[src/rtl/alu_cmd_pkg.sv]
// Shared ALU command types: opcode enum, command record and default sizing.
package alu_cmd_pkg;

    localparam int unsigned ALU_DATA_WIDTH     = 8;
    localparam int unsigned ALU_CMD_FIFO_DEPTH = 4;

    typedef enum logic [3:0] {
        OP_ADD = 4'h0,
        OP_SUB = 4'h1,
        OP_AND = 4'h2,
        OP_OR  = 4'h3,
        OP_XOR = 4'h4,
        OP_SHL = 4'h5,
        OP_SHR = 4'h6,
        OP_NOP = 4'hF
    } alu_op_t;

    typedef struct packed {
        alu_op_t                   op;
        logic [ALU_DATA_WIDTH-1:0] a;
        logic [ALU_DATA_WIDTH-1:0] b;
    } alu_cmd_t;

endpackage

[src/rtl/alu_cmd_fifo_mem.sv]
// Command storage: DEPTH x alu_cmd_t registers, one write port, async read port.
module alu_cmd_fifo_mem
    import alu_cmd_pkg::*;
#(
    parameter int unsigned DEPTH = ALU_CMD_FIFO_DEPTH
) (
    input  logic                     clk_i,
    input  logic                     we_i,
    input  logic [$clog2(DEPTH)-1:0] waddr_i,
    input  alu_cmd_t                 wdata_i,
    input  logic [$clog2(DEPTH)-1:0] raddr_i,
    output alu_cmd_t                 rdata_o
);

    alu_cmd_t mem_q [DEPTH];

    // Contents are deliberately never reset; validity is tracked by the pointers.
    always_ff @(posedge clk_i) begin
        if (we_i) begin
            mem_q[waddr_i] <= wdata_i;
        end
    end

    assign rdata_o = mem_q[raddr_i];

endmodule

[src/rtl/alu_cmd_fifo.sv]
// First-word fall-through command FIFO between the ALU driver and the ALU.
// Optional: define ALU_CMD_FIFO_FLUSH_EN to add a synchronous FLUSH input.
module alu_cmd_fifo
    import alu_cmd_pkg::*;
#(
    parameter int unsigned DATA_WIDTH = ALU_DATA_WIDTH,
    parameter int unsigned DEPTH      = ALU_CMD_FIFO_DEPTH
) (
    input  logic                    CLK,
    input  logic                    RESET,
`ifdef ALU_CMD_FIFO_FLUSH_EN
    input  logic                    FLUSH,
`endif
    input  logic                    IN_VALID,
    output logic                    IN_READY,
    input  logic [3:0]              IN_OP,
    input  logic [DATA_WIDTH-1:0]   IN_A,
    input  logic [DATA_WIDTH-1:0]   IN_B,
    output logic                    OUT_VALID,
    input  logic                    OUT_READY,
    output logic [3:0]              OUT_OP,
    output logic [DATA_WIDTH-1:0]   OUT_A,
    output logic [DATA_WIDTH-1:0]   OUT_B,
    output logic [$clog2(DEPTH):0]  COUNT,
    output logic                    FULL,
    output logic                    EMPTY
);

    localparam int unsigned PTR_W = $clog2(DEPTH);
    localparam int unsigned CNT_W = PTR_W + 1;

    logic [PTR_W-1:0] wr_ptr_q, wr_ptr_d;
    logic [PTR_W-1:0] rd_ptr_q, rd_ptr_d;
    logic [CNT_W-1:0] count_q, count_d;

    logic     flush;
    logic     push;
    logic     pop;
    alu_cmd_t wdata;
    alu_cmd_t rdata;

`ifdef ALU_CMD_FIFO_FLUSH_EN
    assign flush = FLUSH;
`else
    assign flush = 1'b0;
`endif

    assign FULL      = (count_q == CNT_W'(DEPTH));
    assign EMPTY     = (count_q == '0);
    assign IN_READY  = !FULL;
    assign OUT_VALID = !EMPTY;
    assign COUNT     = count_q;

    assign push = IN_VALID && IN_READY;
    assign pop  = OUT_VALID && OUT_READY;

    assign wdata.op = alu_op_t'(IN_OP);
    assign wdata.a  = IN_A;
    assign wdata.b  = IN_B;

    assign OUT_OP = rdata.op;
    assign OUT_A  = rdata.a;
    assign OUT_B  = rdata.b;

    // Power-of-two DEPTH lets the pointers wrap by natural overflow.
    always_comb begin
        wr_ptr_d = wr_ptr_q;
        rd_ptr_d = rd_ptr_q;
        count_d  = count_q;
        if (flush) begin
            wr_ptr_d = '0;
            rd_ptr_d = '0;
            count_d  = '0;
        end else begin
            if (push) begin
                wr_ptr_d = wr_ptr_q + PTR_W'(1);
            end
            if (pop) begin
                rd_ptr_d = rd_ptr_q + PTR_W'(1);
            end
            case ({push, pop})
                2'b10:   count_d = count_q + CNT_W'(1);
                2'b01:   count_d = count_q - CNT_W'(1);
                default: count_d = count_q;
            endcase
        end
    end

    always_ff @(posedge CLK) begin
        if (RESET) begin
            wr_ptr_q <= '0;
            rd_ptr_q <= '0;
            count_q  <= '0;
        end else begin
            wr_ptr_q <= wr_ptr_d;
            rd_ptr_q <= rd_ptr_d;
            count_q  <= count_d;
        end
    end

    alu_cmd_fifo_mem #(
        .DEPTH (DEPTH)
    ) u_mem (
        .clk_i   (CLK),
        .we_i    (push && !flush && !RESET),
        .waddr_i (wr_ptr_q),
        .wdata_i (wdata),
        .raddr_i (rd_ptr_q),
        .rdata_o (rdata)
    );

endmodule
[config.mk]
export PLATFORM = sky130hd
export DESIGN_NAME = alu_cmd_fifo
export DESIGN_NICKNAME = d
export VERILOG_FILES = /design/src/rtl/alu_cmd_pkg.sv /design/src/rtl/alu_cmd_fifo_mem.sv /design/src/rtl/alu_cmd_fifo.sv
export SDC_FILE = /design/constraint.sdc
export NUM_CORES = 1
export LEC_CHECK = 0
export ABC_CLOCK_PERIOD_IN_PS = 3350
export BUFFER_PORTS_ARGS = -buffer_cell sky130_fd_sc_hd__buf_2
export CORE_MARGIN = 1.5
export CORE_UTILIZATION = 40
export CTS_CLUSTER_SIZE = 25
export DETAILED_ROUTE_END_ITERATION = 7
export REMOVE_ABC_BUFFERS = 1
export SLEW_MARGIN = 20
export SYNTH_ARGS = -nofsm -noshare
export SYNTH_HDL_FRONTEND = slang
export SYNTH_SLANG_ARGS = --single-unit
[constraint.sdc]
create_clock -name CLK -period 3.35 [get_ports CLK]
set_input_delay 0.1675 -clock CLK [delete_from_list [all_inputs] [get_ports CLK]]
set_output_delay 0.1675 -clock CLK [all_outputs]
set_load 0.01 [all_outputs]
# == Yosys cells after proc, flatten, opt, wreduce, memory -nomap -nowiden ==
# Memories as Yosys holds them, arrays and structs flattened. A register that Yosys moved wholly into a read port is not among the register bits.
# Cells that the tools add are included.
# totals
reg_bits,7
ram_bits,80
input_bits,24
elab_cells,24
n_memories,1
# classes
n_addsub,4
eq_ne,3
mux,5
n_reduce_logical,8
# mem_list
memory,words,width,rd,rd_ports_with_merged_regs,write_ports,line_no,source
u_mem.mem_q,4,20,1,1,1,alu_cmd_fifo_mem.sv:15,alu_cmd_t mem_q [DEPTH];
# op_table
op,n
one-hot mux 3 bit (2 select lines),1
"adder 2 x 1 -> 2 bit, second input constant",2
two-way mux 2 bit,2
"adder 3 x 1 -> 3 bit, second input constant",1
"== test 3 bit, second input constant",1
logical AND 1 bit,3
zero test 1 bit,3
zero test 3 bit,1
"subtractor 3 x 1 -> 3 bit, second input constant",1
"== test 2 x 1 -> 1 bit, second input constant",1
"== test 2 bit, second input constant",1
two-way mux 1 bit,2
nonzero test 2 bit,1

# == Logic depth before layout (Yosys ltp) ==
# Gate-level depths: netlist (run 1).
# depth
depth_word,6
mapped_depth,9
ltp_nobuf,8

# == Modules after synthesis ==
# A second synthesis (run 1) with hierarchy kept.
# hier_totals
hier_cells,151
area_unflattened_um2,3295.7
# by_module_without_submodules
mod,instances,cells_per_inst,area_per_inst_um2,seq_area_each_um2
alu_cmd_fifo_mem,1,108,2916.5,2402.3
alu_cmd_fifo,1,43,379.1,140.1

# == Least setup slack after synthesis (run 1) ==
# OpenSTA, ideal clock, no wires.
# synth_timing
path_kind,register to register
startpoint,"register count_q[0], in the netlist COUNT[0]"
endpoint,memory u_mem.mem_q[1][0] (netlist name) (enable)
setup_ps,427
t_arrival_ps,2373
setup_slack_ps,551
stages_incl_launch_ff,5
path_buffers,1
path_cell_list,dfxtp_1 or3b_1 buf_6 nand2_1 nor3b_1
# synth_between
elab_chain_cells,6
# synth_rtl
element,line_no,source
from (decl),alu_cmd_fifo.sv:34,"logic [CNT_W-1:0] count_q, count_d;"
from (signal assigned),alu_cmd_fifo.sv:97,count_q <= count_d;
== test 3 bit,alu_cmd_fifo.sv:48,assign FULL = (count_q == CNT_W'(DEPTH));
zero test 1 bit,alu_cmd_fifo.sv:50,assign IN_READY = !FULL;
named net IN_READY,alu_cmd_fifo.sv:15,"output logic IN_READY,"
logical AND 1 bit,alu_cmd_fifo.sv:54,assign push = IN_VALID && IN_READY;
logical AND 1 bit,alu_cmd_fifo.sv:105,".we_i (push && !flush && !RESET),"
two-way mux 1 bit,alu_cmd_fifo_mem.sv:19,if (we_i) begin
two-way mux 1 bit (implied by the code),alu_cmd_fifo_mem.sv:20,mem_q[waddr_i] <= wdata_i;
to (decl),alu_cmd_fifo_mem.sv:15,
# The timed path passes the listed nets, and every way through them passes these cells.

# == Final worst setup path (run 1) ==
# layout_timing
startpoint,"register count_q[2], in the netlist COUNT[2]"
endpoint,"register count_q[2], in the netlist COUNT[2]"
# layout_between
elab_chain_cells,5
elab_cells_between_ends,12
classes_between,2 x add/sub; 3 x eq/ne; 1 x mux; 6 x reduce/logical
# layout_rtl
element,line_no,source
== test 3 bit / zero test 3 bit (equally long branches),"alu_cmd_fifo.sv:48, alu_cmd_fifo.sv:49",
"zero test 1 bit, on equally long branches","alu_cmd_fifo.sv:50, alu_cmd_fifo.sv:51",
"logical AND 1 bit, on equally long branches","alu_cmd_fifo.sv:54, alu_cmd_fifo.sv:55",
== test 2 x 1 -> 1 bit / == test 2 bit (equally long branches),alu_cmd_fifo.sv:81,"case ({push, pop})"
one-hot mux 3 bit (2 select lines) / nonzero test 2 bit (equally long branches),-,
# Parallel ways exist; a longest one is shown, timed or not.
# A chain may end at the register's enable or synchronous reset.

==> summary.md, run 1 <==
| Metric | Value |
|---|---|
| Status | completed |
| Final setup vio count | 0 |
| Worst EP required | approximately 3.6 ns |
| Setup CP Type | flip-flop to flip-flop |
| Routed wire per std cell | approximately 17 µm |
| Sink Count | 89 |
| DRT iter0 DRCs | approximately 70 |
| Register Area | 2582 µm² |
| Cells after synthesis | 159 |
| Setup TNS | 0 ns |
| HPWL Detailed | about 3.5 mm |
| Clk Latency, worst-skew pair | around 0.35 ns |
| Antenna Diode Count | 0 |
| Global-route wire length before repair | a little under 9 mm |
| Final period util | 0.7664 |
| Max Freq | between 300 and 400 MHz |
| Post-Syn Area | approximately 3400 µm² |
| Distinct cell type count after synthesis | 22 |
| CTS max path bufs | 2 |
| Yosys warning count | 0 |
| Fin util | 0.4838 |
| DR vias/cell | between 4 and 5 |
| Synthesized flop and latch total | approximately 90 |
| Worst Skew | about 0.0096 ns |
| CP max FO | 7 |
| Peak VDD IR | between 0.3 and 0.4 mV |
| Layout fillers | 701 |
| Port bufs | 50 |
| CP startpoint kind | flip-flop |
| Clock network power share | 0.255 |
| Proportion of layout cells with a drive suffix above 1 | 0.4286 |
| RSZ-0062 raised after global routing | false |
| Hold_buf cts | 0 |
| Core ar. | ~8200 µm² |
| Gr ovfl total | 0 |
| CP Capture Type | flip-flop |
| Slew Viols, Final | 0 |
| Initial core utilization | 0.4112 |
| Largest net degree at the start of global routing | 21 |
| NetSw | ~730 µW |
| Multi-input gate area | 737.0 µm² |
| Vias in the first global route | between 1500 and 2000 |
| Sw frac | 0.2710 |
| Worst-Margin Slew | between 1 and 1.5 ns |
| I/O pin cnt | 51 |
| Hold WC Path Type | input pin to flip-flop |
| Power Internal | between 1.5 and 2 mW |
| Leak Pwr | ~1.4 nW |
| Cts bufs inserted | 9 |
| Max Cap Violations | 0 |
| Nets | ~250 |
| Seq pwr share | 0.499 |
| Area Overhead vs Synth | 17.64% |
| # rows | 33 |
| DIE WIDTH | between 90 and 100 µm |
| Total Routing Usage GR | 0.1373 |
| CTS clk-pin slew, worst paths | ~0.080 ns |
| Drt pass-1 iters | 4 |
| Area of the die | between 8000 and 9000 µm² |
| Hold slack | ~0.032 ns |
| Power Density | a little under 700 nW/µm² |
| Root Buffer | clkbuf_8 |
| Minimum clock period | about 2.6 ns |
| Vias | ~1600 |
| Drt total wl | 5.513 mm |
| Gp weighted congestion | about 0.67 |
| Arr. time, crit path | between 2 and 3 ns |
| H-tree level count | 3 |
| Post-CTS sizing | 0 |
| Total power | roughly 2.7 mW |
| Fin. Hold Viols | 0 |
| Die Y | between 90 and 100 µm |
| Comb power frac | 0.246 |
| Sequential-to-total area share from yosys stat | 0.7681 |
| Synth Area per Inst | between 20 and 25 µm² |
| Initial antenna violation count | 0 |
| Drc violations | 0 |
| Slew HR | 0.3205 |
| Post-CTS Setup Inserts | 0 |
| Routed Antenna Nets | 0 |
| TritonCTS clock tree | built |
[kinds of logic (layout without fill, tap and decap cells)]
| family | count (synthesis) | count (layout) | synth area share |
|---|---|---|---|
| AOI/OAI and AO/OA | 10 | 10 | 0.01824 |
| xor gates and xnor gates | 3 | 3 | 0.007817 |
| adders and majority gates | 6 | 6 | 0.02456 |
| and+or+nand+nor | 17 | 17 | 0.02866 |
| muxes | 20 | 20 | 0.1340 |
| buffers and inverters | 14 | 79 | 0.01861 |
| DFF | 89 | 89 | 0.7681 |
[layer usage]
layer	GRT usage	wire length [µm]	vias up
met4	0.07836	104	0
met5	0	0	-
li1	-	-	751
met3	0.03382	301	10
met2	0.2226	2679	43
met1	0.1675	2428	818
[power by group through the flow]
| stage | logic, mW | registers [mW] | clock network [mW] |
|---|---|---|---|
| final | 0.660 | 1.34 | 0.684 |
| after global routing | 0.736 | 1.35 | 0.747 |
| after CTS | 0.680 | 1.34 | 0.712 |
| after detailed placement | 0.676 | 1.37 | 0 |
| after global placement | 0.681 | 1.36 | 0 |
| after floorplan | 0.388 | 1.41 | 0 |
[synth_stat cells (all sizes together)]
cell,number,area [µm²]
xor2,3,26.28
dfxtp,9,180.2
edfxtp,80,2402
nand3,2,10.01
or3,3,21.27
clkbuf,3,11.26
or3b,1,8.760
o21ai,2,10.01
buf,3,21.27
nor2,5,18.77
ha,5,62.56
fa,1,20.02
a21o,2,15.01
nand2,2,7.510
o31ai,1,7.510
nor3b,4,30.03
inv,8,30.03
a21oi,5,28.78
mux4,20,450.4
[worst paths after layout]
check / endpoint / slack [ns] / cells after the start / from
worst min-delay path: u_mem.mem_q[2][6] / 0.03 / 1 / IN_B[6]
worst max-delay path: COUNT[2] / 0.78 / 8 / COUNT[2]
worst max register to register: COUNT[2] / 0.78 / 8 / COUNT[2]
worst min register to register: rd_ptr_q[1] / 0.50 / 2 / rd_ptr_q[1]
[critical path: stages, from the launching register on]
cell	delay (ns)
dfxtp_1	0.40
or3b_1	0.47
nand2_1	0.26
ha_1	0.22
inv_1	0.06
fa_1	0.37
xor2_1	0.16
or3_2	0.41
a21oi_1	0.15
[registers in the layout (all words and copies together) (netlist names), named ones only]
signal / count
u_mem.mem_q: 80
COUNT: 3
rd_ptr_q: 2
wr_ptr_q: 2
[cells in the final DEF, fill, tap and decap left out, types with 3 or more instances in the layout]
cell,synthesis,layout
dfxtp_1,9,9
xor2_1,3,3
nor2_1,5,5
mux4_2,20,20
a21oi_1,4,4
edfxtp_1,80,80
ha_1,5,5
buf_4,0,5
nor3b_2,0,4
inv_1,8,8
buf_2,2,50
clkbuf_8,0,9
[stage by stage]
step                      setup WS, ns  instance area (µm²)  cells
after floorplan                 0.4879                 3329    153
after global placement          0.8741                 3769    313
after detailed placement        0.8120                 3769    313
after CTS                       0.7798                 3955    329
after global routing            0.6042                 3955    329
final                           0.7824                 3955    329
[final cells by class]
class | instances | area share
Clock inverter | 6 | 0.01487
Multi-Input combinational cell | 56 | 0.1863
Timing Repair Buffer | 55 | 0.07276
Sequential cell | 89 | 0.6530
Tap cell | 105 | 0.03322
Inverter | 8 | 0.007593
Clock buffer | 10 | 0.03227
(Power assumes the default switching activity.)
==> run 2, diff against run 1 <==
--- a/config.mk
+++ b/config.mk
@@ -5,7 +5,7 @@
 export SDC_FILE = /design/constraint.sdc
 export NUM_CORES = 1
 export LEC_CHECK = 0
-export ABC_CLOCK_PERIOD_IN_PS = 3350
+export ABC_CLOCK_PERIOD_IN_PS = 2600
 export BUFFER_PORTS_ARGS = -buffer_cell sky130_fd_sc_hd__buf_2
 export CORE_MARGIN = 1.5
 export CORE_UTILIZATION = 40
==> constraint.sdc (replaced) <==
create_clock -name CLK -period 2.6 [get_ports CLK]
set_input_delay 0.13 -clock CLK [delete_from_list [all_inputs] [get_ports CLK]]
set_output_delay 0.13 -clock CLK [all_outputs]
set_load 0.01 [all_outputs]
==> run 2 against run 1 <==
Final cell count up 6.1%. Global-route usage down 0.52 points. Clock-buffer cell count down 1. Worst setup slack worse by 0.56 ns. Critical path depth unchanged. Clock power up 61%. Register-to-register slack worse by 0.56 ns. Sequential share of layout area down 4.2 points. Sequential power up 28%. Critical endpoint unchanged.
==> summary.md, run 2 (same netlist as run 1, synthesis figures left out) <==
| Metric | Value |
|---|---|
| Most frequent cells in the layout | 80 x edfxtp_1, 50 x buf_2, 20 x mux4_2, 17 x dlygate4sd3_1 |
| Area of the die | ~9000 µm² |
| DRT iter0 DRCs | 34 |
| Vias in the first global route | around 1700 |
| Design area | between 4000 and 5000 µm² |
| CP Depth | 8 |
| Depth of the most critical reg-to-reg path | 8 |
| Sink Count | slightly below 90 |
| Drt pass-1 iters | 4 |
| H-tree level count | 3 |
| DR vias/cell | roughly 4.8 |
| Worst path top cell family by delay | simple AND/OR/NAND/NOR gates |
| Status | completed |
| Root Buffer | clkbuf_8 |
| TritonCTS clock tree | built |
| Commonest non-fill, non-tap cell in the layout | edfxtp_1 |
| Max Cap Violations | 0 |
| Largest net degree at the start of global routing | 21 |
| Fin. Hold Viols | 0 |
| Slowest stage delay, CP | around 0.47 ns |
| # rows | 33 |
| Routed wire per std cell | ~15 µm |
| Global-route wire length before repair | 8.569 mm |
| Clk Latency, worst-skew pair | between 0.3 and 0.4 ns |
| Vias | about 1700 |
| Gr ovfl total | 0 |
| CP startpoint kind | flip-flop |
| CP bufs+invs | 1 |
| Max FFs per register | 80 |
| Final period util | 0.9152 |
| Setup TNS | 0 ns |
| Initial core utilization | 0.4112 |
| Port bufs | 50 |
| Worst-Margin Slew | around 0.57 ns |
| Cts bufs inserted | 9 |
| Antenna Diode Count | 0 |
| Initial antenna violation count | 0 |
| Proportion of layout cells with a drive suffix above 1 | 0.4098 |
| Hold WC Path Type | input pin to flip-flop |
| Critical-path cell list | or3b_1 > nand2_1 > ha_1 > inv_1 > fa_1 > xor2_1 > or3_2 > a21oi_1 |
| Final setup vio count | 0 |
| Largest register by flop count | u_mem.mem_q |
| CP Capture Type | flip-flop |
| Slew Viols, Final | 0 |
| CP max FO | 7 |
| Total Routing Usage GR | 0.1321 |
| Setup CP Type | flip-flop to flip-flop |
| Total power | roughly 3.7 mW |
| Arr. time, crit path | ~2.7 ns |
| Max Freq | 420.3 MHz |
| Peak VDD IR | slightly above 0.5 mV |
| Setup slack at placement | approximately 0.22 ns |
| Drc violations | 0 |
| Die Y | 94.68 µm |
| PnR worst setup slack | approximately 0.22 ns |
| Leak Pwr | 1.487 nW |
| Core ar. | ~8200 µm² |
| Nets | 269 |
| Minimum clock period | approximately 2.4 ns |
| Power Density | 877.7 nW/µm² |
| Slew HR | 0.6182 |
| I/O pin cnt | 51 |
| Drt total wl | roughly 5.4 mm |
| Post-CTS Setup Inserts | 0 |
| Area Overhead vs Synth | 25.72% |
| Routed Antenna Nets | 0 |
| Gp weighted congestion | ~0.7 |
| DIE WIDTH | approximately 95 µm |
| Area post-placement | approximately 3800 µm² |
| Worst EP required | ~2.9 ns |
| CTS max path bufs | 2 |
| CP max-delay cell | or3b_1 |
| HPWL Detailed | roughly 3.4 mm |
| Worst Hold Depth | 1 |
| RSZ-0062 raised after global routing | false |
| Worst Skew | between 0.004 and 0.005 ns |
| CTS clk-pin slew, worst paths | 0.08 ns |
run 2: cell count changes in the layout (fill, tap and decap cells not counted), sizes merged:
cell / delta
clkinvlp: -2
bufinv: +2
clkbuf: -1
inv: +2
buf: +3
clkinv: -1
dlygate4sd3: +17
run 2: area by class of cell:
cell class,instances,area (µm²)
clock inverters,7,116.4
repair buffers,75,505.5
flip-flops and latches,89,2582
multi-input cells,56,737.0
clock buffers,9,123.9
well taps,105,131.4
fillers,661,3949
inverters,8,30.03
run 2: metal layers:
metal	up-vias	wire, µm	GRT usage
met2	45	2624	0.2119
met4	0	87	0.05597
met5	-	0	0
met1	825	2430	0.1742
li1	797	-	-
met3	8	248	0.02899
run 2: path summary, 6_finish.rpt:
path / from / end / slack (ns)
hold reg to reg: rd_ptr_q[1] / rd_ptr_q[1] / 0.50
setup reg to reg: COUNT[2] / COUNT[2] / 0.22
setup / recovery: COUNT[2] / COUNT[2] / 0.22
hold / removal: IN_A[1] / u_mem.mem_q[1][9] / 0.01
run 2: power by group:
part           switching [mW]  leakage (nW)  internal (mW)
Clock                   0.459         0.122          0.640
Combinational           0.452         0.565          0.452
Sequential             0.0474         0.800           1.66
Total                   0.958          1.49           2.75
run 2: timing repair:
item | 4_1_cts | 5_1_grt
gates resized for setup | 0 | 0
endpoints found under the setup margin | 0 | 0
hold buffers | 17 | 0
hold endpoints to repair | 68 | 0
run 2: through the flow:
stage	instances	util	hold WS (ns)
finish	349	0.5170	0.01308
detailed placement	316	0.4668	0.3481
CTS	349	0.5170	0.004400
floorplan	153	-	0.1924
global route	349	0.5170	0.01704
global placement	316	0.4668	0.3495
run 2: worst reg2reg max path, delay by kind of cell, from the launching register on:
family / cells / cell delay, ns
adders and majority gates: 2 / 0.56
xor gates and xnor gates: 1 / 0.16
AOI/OAI and AO/OA: 1 / 0.14
DFF: 1 / 0.39
and+or+nand+nor: 3 / 1.02
buffers and inverters: 1 / 0.06
